File: src/rtl/sap_pkg.sv
// sap_pkg: control-word layout, opcodes and bus helpers shared by the SAP datapath and controller
package sap_pkg;
  localparam int CTRL_W = 15;
  localparam int C_P    = 14;
  localparam int E_P    = 13;
  localparam int L_P    = 12;
  localparam int L_MA_N = 11;
  localparam int L_MD_N = 10;
  localparam int CE_N   = 9;
  localparam int L_R_N  = 8;
  localparam int L_I_N  = 7;
  localparam int E_I_N  = 6;
  localparam int L_A_N  = 5;
  localparam int E_A    = 4;
  localparam int S_U    = 3;
  localparam int E_U    = 2;
  localparam int L_B_N  = 1;
  localparam int L_O_N  = 0;
  typedef enum logic [3:0] {
    OP_HLT = 4'd0,
    OP_NOP = 4'd1,
    OP_ADD = 4'd2,
    OP_SUB = 4'd3,
    OP_LDA = 4'd4,
    OP_OUT = 4'd5,
    OP_STA = 4'd6,
    OP_JMP = 4'd7
  } opcode_e;
  typedef struct packed {
    logic c_p;
    logic e_p;
    logic l_p;
    logic l_ma_n;
    logic l_md_n;
    logic ce_n;
    logic l_r_n;
    logic l_i_n;
    logic e_i_n;
    logic l_a_n;
    logic e_a;
    logic s_u;
    logic e_u;
    logic l_b_n;
    logic l_o_n;
  } ctrl_t;
  function automatic logic multi_drive(ctrl_t c);
    logic [2:0] n;
    n = 3'(c.e_p) + 3'(!c.ce_n) + 3'(!c.e_i_n) + 3'(c.e_a) + 3'(c.e_u);
    return n > 3'd1;
  endfunction
endpackage

File: src/rtl/sap_ram16x8.sv
// sap_ram16x8: async-read / sync-write RAM; optional programming port under SAP_PROG_PORT_EN
module sap_ram16x8 #(
  parameter int DATA_W = 8,
  parameter int ADDR_W = 4
) (
  input  logic              clk,
  input  logic              i_we,
  input  logic [ADDR_W-1:0] i_addr,
  input  logic [DATA_W-1:0] i_wdata,
`ifdef SAP_PROG_PORT_EN
  input  logic              i_prog_we,
  input  logic [ADDR_W-1:0] i_prog_addr,
  input  logic [DATA_W-1:0] i_prog_data,
`endif
  output logic [DATA_W-1:0] o_rdata
);
  logic [DATA_W-1:0] r_mem [2**ADDR_W];
  assign o_rdata = r_mem[i_addr];
`ifdef SAP_PROG_PORT_EN
  // programming port overrides datapath writes and has no reset dependency
  always_ff @(posedge clk)
    if (i_prog_we) r_mem[i_prog_addr] <= i_prog_data;
    else if (i_we) r_mem[i_addr] <= i_wdata;
`else
  // contents are never reset; only the datapath writes
  always_ff @(posedge clk)
    if (i_we) r_mem[i_addr] <= i_wdata;
`endif
endmodule

File: src/rtl/sap_datapath.sv
// sap_datapath: SAP-1 style bus datapath (PC, MAR, MDR, RAM, IR, A, B, ALU, OUT); SAP_PROG_PORT_EN adds RAM programming port
module sap_datapath
  import sap_pkg::*;
#(
  parameter int DATA_W = 8,
  parameter int ADDR_W = 4
) (
  input  logic              clk,
  input  logic              rst_n,
  input  logic [14:0]       ctrl,
`ifdef SAP_PROG_PORT_EN
  input  logic              prog_we,
  input  logic [ADDR_W-1:0] prog_addr,
  input  logic [DATA_W-1:0] prog_data,
`endif
  output logic [3:0]        opcode,
  output logic [DATA_W-1:0] out_val,
  output logic [DATA_W-1:0] bus_dbg,
  output logic [ADDR_W-1:0] pc_dbg,
  output logic              carry,
  output logic              zero,
  output logic              bus_err
);
  ctrl_t             w_c;
  logic [ADDR_W-1:0] r_pc, r_mar;
  logic [DATA_W-1:0] r_mdr, r_ir, r_a, r_b, r_out;
  logic              r_carry, r_zero, r_bus_err;
  logic [DATA_W-1:0] w_ram, w_bus, w_alu;
  logic [DATA_W:0]   w_sum;
  assign w_c   = ctrl_t'(ctrl);
  assign w_sum = {1'b0, r_a} + {1'b0, w_c.s_u ? ~r_b : r_b} + {{DATA_W{1'b0}}, w_c.s_u};
  assign w_alu = w_sum[DATA_W-1:0];
  assign w_bus = ({DATA_W{w_c.e_p}}    & DATA_W'(r_pc))
               | ({DATA_W{!w_c.ce_n}}  & w_ram)
               | ({DATA_W{!w_c.e_i_n}} & DATA_W'(r_ir[ADDR_W-1:0]))
               | ({DATA_W{w_c.e_a}}    & r_a)
               | ({DATA_W{w_c.e_u}}    & w_alu);
  sap_ram16x8 #(.DATA_W(DATA_W), .ADDR_W(ADDR_W)) u_ram (
    .clk        (clk),
    .i_we       (!w_c.l_r_n && rst_n),
    .i_addr     (r_mar),
    .i_wdata    (r_mdr),
`ifdef SAP_PROG_PORT_EN
    .i_prog_we  (prog_we),
    .i_prog_addr(prog_addr),
    .i_prog_data(prog_data),
`endif
    .o_rdata    (w_ram)
  );
  // program counter and memory address/data registers
  always_ff @(posedge clk or negedge rst_n)
    if (!rst_n) begin
      r_pc  <= '0;
      r_mar <= '0;
      r_mdr <= '0;
    end else begin
      r_pc <= w_c.l_p ? w_bus[ADDR_W-1:0] : r_pc + ADDR_W'(w_c.c_p);
      if (!w_c.l_ma_n) r_mar <= w_bus[ADDR_W-1:0];
      if (!w_c.l_md_n) r_mdr <= w_bus;
    end
  // instruction, accumulator, operand and output registers
  always_ff @(posedge clk or negedge rst_n)
    if (!rst_n) begin
      r_ir  <= '0;
      r_a   <= '0;
      r_b   <= '0;
      r_out <= '0;
    end else begin
      if (!w_c.l_i_n) r_ir  <= w_bus;
      if (!w_c.l_a_n) r_a   <= w_bus;
      if (!w_c.l_b_n) r_b   <= w_bus;
      if (!w_c.l_o_n) r_out <= w_bus;
    end
  // ALU flags captured only when the ALU drives the bus; contention flag is sticky
  always_ff @(posedge clk or negedge rst_n)
    if (!rst_n) begin
      r_carry   <= 1'b0;
      r_zero    <= 1'b0;
      r_bus_err <= 1'b0;
    end else begin
      if (w_c.e_u) begin
        r_carry <= w_sum[DATA_W];
        r_zero  <= w_alu == '0;
      end
      r_bus_err <= r_bus_err | multi_drive(w_c);
    end
  assign opcode  = r_ir[DATA_W-1 -: 4];
  assign out_val = r_out;
  assign bus_dbg = w_bus;
  assign pc_dbg  = r_pc;
  assign carry   = r_carry;
  assign zero    = r_zero;
  assign bus_err = r_bus_err;
endmodule

File: config.mk
export PLATFORM = sky130hd
export DESIGN_NAME = sap_datapath
export DESIGN_NICKNAME = d
export VERILOG_FILES = /design/src/rtl/sap_pkg.sv /design/src/rtl/sap_ram16x8.sv /design/src/rtl/sap_datapath.sv
export SDC_FILE = /design/constraint.sdc
export NUM_CORES = 1
export LEC_CHECK = 0
export CAP_MARGIN = 20
export CORE_MARGIN = 1.5
export CORE_UTILIZATION = 35
export DETAILED_ROUTE_END_ITERATION = 10
export HOLD_SLACK_MARGIN = 0.12
export PLACE_DENSITY_LB_ADDON = 0.25
export SETUP_SLACK_MARGIN = 0.5
export SLEW_MARGIN = 20
export SYNTH_ARGS = -nofsm -noshare
export SYNTH_HDL_FRONTEND = slang
export SYNTH_SLANG_ARGS = --single-unit
File: constraint.sdc
create_clock -name clk -period 3.4 [get_ports clk]
set_input_delay 0.68 -clock clk [delete_from_list [all_inputs] [get_ports clk]]
set_output_delay 0.68 -clock clk [all_outputs]
set_load 0.05 [all_outputs]
==> impl_results.md, run 1 <==
* Gpl congestion at 0.9565
* Mapped Nets at 493
* Synth Register Bits at 179
* Post-synthesis instance area at 7774 µm²
* Number of buffers added by the clock tree synthesis step at 17
* Synthesized area per cell at 16.75 µm²
* Final setup violating endpoints at 0
* Worst Skew at 9.315 ps
* Post-route ant nets at 0
* Total Routing Usage GR at 0.1659
* Layout cell share with drive strength beyond 1 at 0.4013
* Vias in the first global route at 4,771
* Share of flip-flops with an asynchronous set or reset at 0.2849
* # diodes at 0
* Unrepaired setup endpoints after global routing: yes
* Hold WC Path Type: in2async
* Period minus WS final at 3353 ps
* Count of unresolved DRC violations after routing at 0
* Fin crit share at 0.9861
* Largest driver fanout on the critical path at 5
* DR WL/cell at 21.97 µm
* Filler cell count at 1,870
* Count of flip-flops with a built-in enable after synthesis at 128
* Effective utilization at floorplan at 0.3562
* Final total power at 8.874 mW
* CTS max path bufs at 2
* Number of sinks handled by clock tree synthesis at 179
* H-Tree Level Count at 4
* Worst hold slack across all endpoints at 472.1 ps
* WL final at 19,180 µm
* Most common cell after layout, fill and taps aside: edfxtp_1
* Largest net degree at the start of global routing at 52
* Layout Nets at 609
* Placed Instance Area at 8975 µm²
* Crit start category: register
* Worst slew margin relative to its limit at 0.4562
* Worst setup timing slack at the placement stage at -387.8 ps
* I/O Buffers at 43
* DIE AREA at 23,110 µm²
* Post-Synthesis Cells at 464
* Router iterations before antenna repair at 5
* Max-cap violation count at 0
* Global-route wire length before repair at 28,530 µm
* Count of hold-fix buffers inserted at cts at 0
* Overflow left after global routing at 0
* Floorplan Core Area at 21,820 µm²
* Vias/cell at 5.332
* PnR worst setup slack at 47.42 ps
* Power density over cell area at 888.7 nW/µm²
* Area added between synthesis and finish at 28.44%
* Main synth FF type: edfxtp_1
* Critical setup path kind: reg2out
* Unique cell type count in the Yosys netlist at 52
* Clock slew at reported path FFs at 70 ps
* Final cell area excluding filler cells at 9985 µm²
* Chip Height at 152.0 µm
* Critical path capture point type: output port
* Final-report hold violation count at 0
* Total count of max-transition violations in the final report at 0
* Dpl hpwl at 12,350 µm
* Leakage power at 3.582 nW
* Antenna violations before repair at 0
* Overall via count from detail_route at 4,655
* Arrival time worst endpoint at 2670 ps
* Max Clk Rate at 0.2983 GHz
* Number of top-level design ports at 44
* Source-to-sink clock delay at the later pin of the worst-skew pair at 430 ps
* Floorplan die width at 152.0 µm
* Finished Core Util at 0.4575
* Cell at the root of the clock tree: clkbuf_16
* Number of synthesis warnings at 0
* Outcome: finished clean
* Clock tree from TritonCTS: yes
* Peak supply drop at 0.0003498 V
* Req. time, crit path at 2720 ps
* Commonest non-fill, non-tap cells in the layout: 128 x edfxtp_1, 67 x buf_4, 48 x dfrtp_1, 43 x mux2_2, 33 x clkdlybuf4s50_1
* Share of synthesized area occupied by flip-flops and latches at 0.6586
* Iteration-0 DRC Markers at 271
* Worst Tran Pin Value at 812.7 ps
* Site row count at 54
-- area by class of cell --
cell class	count	area, µm²	share of cell area
clock inverter	14	160.2	0.01604
tap	280	350.3	0.03509
clock buffer	18	429.2	0.04298
sequential	179	5126	0.5134
timing repair buffer	124	1250	0.1252
inverter	9	33.78	0.003383
multi-input combinational	249	2635	0.2639
-- worst max-delay path: stages (launching register included) --
cell and delay [ps]:
dfrtp_4 520, buf_12 160, buf_6 110, mux4_2 400
mux2_4 290, a22o_1 200, a311o_2 400, buf_12 160
-- flip-flops by register name, indices dropped and copies added, names as in the netlist --
register / cells
u_ram.r_mem: 128
out_val: 8
r_a: 8
r_b: 8
r_ir: 8
r_mdr: 8
pc_dbg: 4
r_mar: 4
bus_err: 1
carry: 1
zero: 1
-- final timing paths --
kind | start | to | slack, ps | cells past startpoint
setup / recovery | r_mar[0] | bus_dbg[5] | 50 | 7
min in group clk | bus_err | bus_err | 500 | 2
max in group asynchronous | rst_n | r_mar[0] | 2430 | 2
hold reg to reg | bus_err | bus_err | 500 | 2
hold / removal | rst_n | pc_dbg[1] | 470 | 2
setup reg to reg | r_mar[0] | out_val[5] | 770 | 8
-- through the flow --
| step | setup TNS [ps] | instances |
|---|---|---|
| 2_1_floorplan | -73.28 | 464 |
| 3_3_place_gp | -1769 | 819 |
| 5_1_grt | -29.69 | 873 |
| 4_1_cts | 0 | 862 |
| 3_5_place_dp | -2514 | 819 |
| 6_report | 0 | 873 |
-- metal layers --
layer / GRT usage / part of all wire / vias to the layer above / wire length, µm
met3: 0.04193 / 0.049 / 26 / 933
met4: 0.04947 / 0.022 / 0 / 427
li1: - / - / 2056 / -
met2: 0.2749 / 0.49 / 146 / 9477
met1: 0.2151 / 0.43 / 2427 / 8338
met5: 0 / 0 / - / 0
-- cells in the mapped netlist, types with 5 or more instances --
cell type,number,share of area
a21oi_1,11,0.0071
buf_1,8,0.0039
clkbuf_1,9,0.0043
dfrtp_1,51,0.16
edfxtp_1,128,0.49
ha_1,10,0.016
inv_1,9,0.0043
mux2_2,53,0.077
mux2i_1,9,0.012
mux4_1,14,0.047
mux4_2,16,0.046
nand2_1,18,0.0087
nand2b_1,5,0.0040
nand3_1,5,0.0032
nor2_1,20,0.0097
nor2b_1,10,0.0080
nor3_1,12,0.0077
xor2_1,10,0.011
-- report_power, final --
group	internal (mW)	leakage, nW	total, mW	switching (mW)
sequential	2.77	1.65	3.15	0.377
clock	1.15	0.282	1.97	0.820
combinational	1.84	1.65	3.76	1.91
total	5.76	3.58	8.87	3.11
-- repair_timing --
action                                  CTS  global route
setup buffers                            11             9
resized for setup                        48            34
endpoints found under the hold margin     0             0
pin swaps                                20            18
endpoints found under the setup margin   25             8
cloned                                    0             2
-- kinds of logic (layout without fill, tap and decap cells) --
kind of cell / after synthesis / in the layout / synth area share
buf+inv: 36 / 165 / 0.02189
compound gates: 52 / 52 / 0.05022
fa+ha+maj: 12 / 12 / 0.02125
flops: 179 / 179 / 0.6586
simple gates: 80 / 80 / 0.05134
xor+xnor: 13 / 13 / 0.01465
mux: 92 / 92 / 0.1820
No activity file was read; power rests on OpenSTA's default activity.
==> run 2: changes to the inputs <==
CELL_PAD_IN_SITES_DETAIL_PLACEMENT = 0   (was not set)
CELL_PAD_IN_SITES_GLOBAL_PLACEMENT = 1   (was not set)
==> run 2 against run 1 <==
  * Critical path depth unchanged
  * Sequential share of layout area is 0.53 points lower
  * Worst setup slack gained 55 ps
  * Die area is the same
  * Register-to-register slack lost 490 ps
  * Global-route usage grew 0.87 points
  * Utilization rose by 0.46 points
  * Flip-flop and latch count is the same
  * Clock power down 8%
  * Critical path type unchanged
  * Highest routed layer unchanged
==> impl_results.md, run 2 (synthesis gave the netlist of run 1 again) <==
* Outcome: finished clean
* Max incr delay on CP at 570 ps
* Chip Height at 152.0 µm
* Placed Instance Area at 9047 µm²
* Layout Nets at 622
* Cell at the root of the clock tree: clkbuf_16
* Req. time, crit path at 2720 ps
* Finished Core Util at 0.4621
* DIE AREA at 23,110 µm²
* Biggest register: u_ram.r_mem
* Final-report hold violation count at 0
* Worst slew margin relative to its limit at 0.5340
* Crit start category: register
* Global-route wire length before repair at 30,090 µm
* Vias/cell at 5.201
* Floorplan Core Area at 21,820 µm²
* Antenna violations before repair at 0
* Number of sinks handled by clock tree synthesis at 179
* Most common cell after layout, fill and taps aside: edfxtp_1
* Hold WC Path Type: in2async
* Critical setup path kind: reg2out
* Max Clk Rate at 0.3033 GHz
* Floorplan die width at 152.0 µm
* PnR worst setup slack at 102.9 ps
* Number of buffers added by the clock tree synthesis step at 17
* Worst setup timing slack at the placement stage at -370.9 ps
* Max-cap violation count at 0
* Final setup violating endpoints at 0
* Critical path capture point type: output port
* Final total negative setup slack at 0 ps
* # diodes at 0
* Count of unresolved DRC violations after routing at 0
* Post-route ant nets at 0
* Clock slew at reported path FFs at 60 ps
* Total Routing Usage GR at 0.1746
* Busiest grt layer: met2
* Gpl congestion at 0.8974
* Site row count at 54
* Worst flop-to-flop path startpoint: r_mar[0]
* Worst setup path startpoint: r_mar[0]
* Dpl hpwl at 12,630 µm
* Leakage power at 3.675 nW
* DR WL/cell at 21.91 µm
* Overall via count from detail_route at 4,608
* Area added between synthesis and finish at 29.73%
* Peak supply drop at 0.0003204 V
* Source-to-sink clock delay at the later pin of the worst-skew pair at 430 ps
* Fin crit share at 0.9697
* Effective utilization at floorplan at 0.3562
* CTS max path bufs at 2
* Max reg flops at 128
* Commonest non-fill, non-tap cells in the layout: 128 x edfxtp_1, 71 x buf_4, 48 x dfrtp_1, 45 x mux2_2, 33 x clkdlybuf4s50_1
* Iteration-0 DRC Markers at 383
* Largest net degree at the start of global routing at 52
* Worst Tran Pin Value at 699.0 ps
* Unrepaired setup endpoints after global routing: yes
* I/O Buffers at 43
* Vias in the first global route at 4,949
* Clock tree from TritonCTS: yes
* Arrival time worst endpoint at 2620 ps
* Number of top-level design ports at 44
* Crit-path slowest cell: mux4_1
* Final cell area excluding filler cells at 10,080 µm²
* WL final at 19,410 µm
* Filler cell count at 1,864
* Router iterations before antenna repair at 5
* Global routing usage on met1 at 0.2299
* Period minus WS final at 3297 ps
* Global routing usage on met3 at 0.02795
* Met2 Resource Use GR at 0.2920
* Worst Skew at 11.35 ps
* Power density over cell area at 868.6 nW/µm²
* Total count of max-transition violations in the final report at 0
* H-Tree Level Count at 4
* Worst hold slack across all endpoints at 486.8 ps
* Layout cell share with drive strength beyond 1 at 0.4026
* Critical path, cell by cell: clkbuf_16 > mux4_1 > mux2_2 > a22oi_2 > o211ai_1 > buf_4 > buf_12
* Largest driver fanout on the critical path at 6
* Overflow left after global routing at 0
-- run 2: cell type report --
class                           instances  area [µm²]  area share
Clock buffer                           18       429.2     0.04256
Clock inverter                         14       115.1     0.01141
Inverter                                9       33.78    0.003350
Multi-Input combinational cell        249        2619      0.2597
Sequential cell                       179        5124      0.5081
Tap cell                              280       350.3     0.03474
Timing Repair Buffer                  137        1414      0.1402
-- run 2: worst max-delay path: cells and delay by family (launching register included) --
| kind | cells | cell delay [ps] |
|---|---|---|
| muxes | 2 | 900 |
| DFF | 1 | 450 |
| AOI/OAI and AO/OA | 2 | 330 |
| buffers and inverters | 3 | 520 |
-- run 2: timing repair --
item	4_1_cts	5_1_grt
gates resized for setup	56	19
pin swaps	21	9
hold buffers	0	0
endpoints found under the hold margin	0	0
buffers inserted	18	5
cloned	4	0
setup endpoints to repair	24	11
-- run 2: worst paths after layout --
check                             endpoint  slack [ps]  cells past startpoint
worst min register to register     bus_err         490                      2
worst min-delay path               bus_err         490                      2
worst max register to register    r_mdr[3]         280                     14
max in group asynchronous         r_mar[0]        2410                      2
min in group clk                   bus_err         490                      2
worst max-delay path            bus_dbg[3]         100                      7
-- run 2: power by group --
group	internal (mW)	switching, mW
registers	2.77	0.373
clock network	1.00	0.819
logic	1.90	1.90
-- run 2: routing by layer --
layer / part of all wire / wire length [µm] / vias up
met5: 0 / 0 / -
met4: 0.016 / 318 / 0
met3: 0.028 / 537 / 18
met2: 0.51 / 9896 / 89
met1: 0.45 / 8658 / 2421
li1: - / - / 2080
-- run 2: through the flow --
step,std cells,power [mW]
global route,886,9.184
floorplan,464,5.018
CTS,881,8.698
detailed placement,827,6.474
finish,886,8.760
global placement,827,6.409
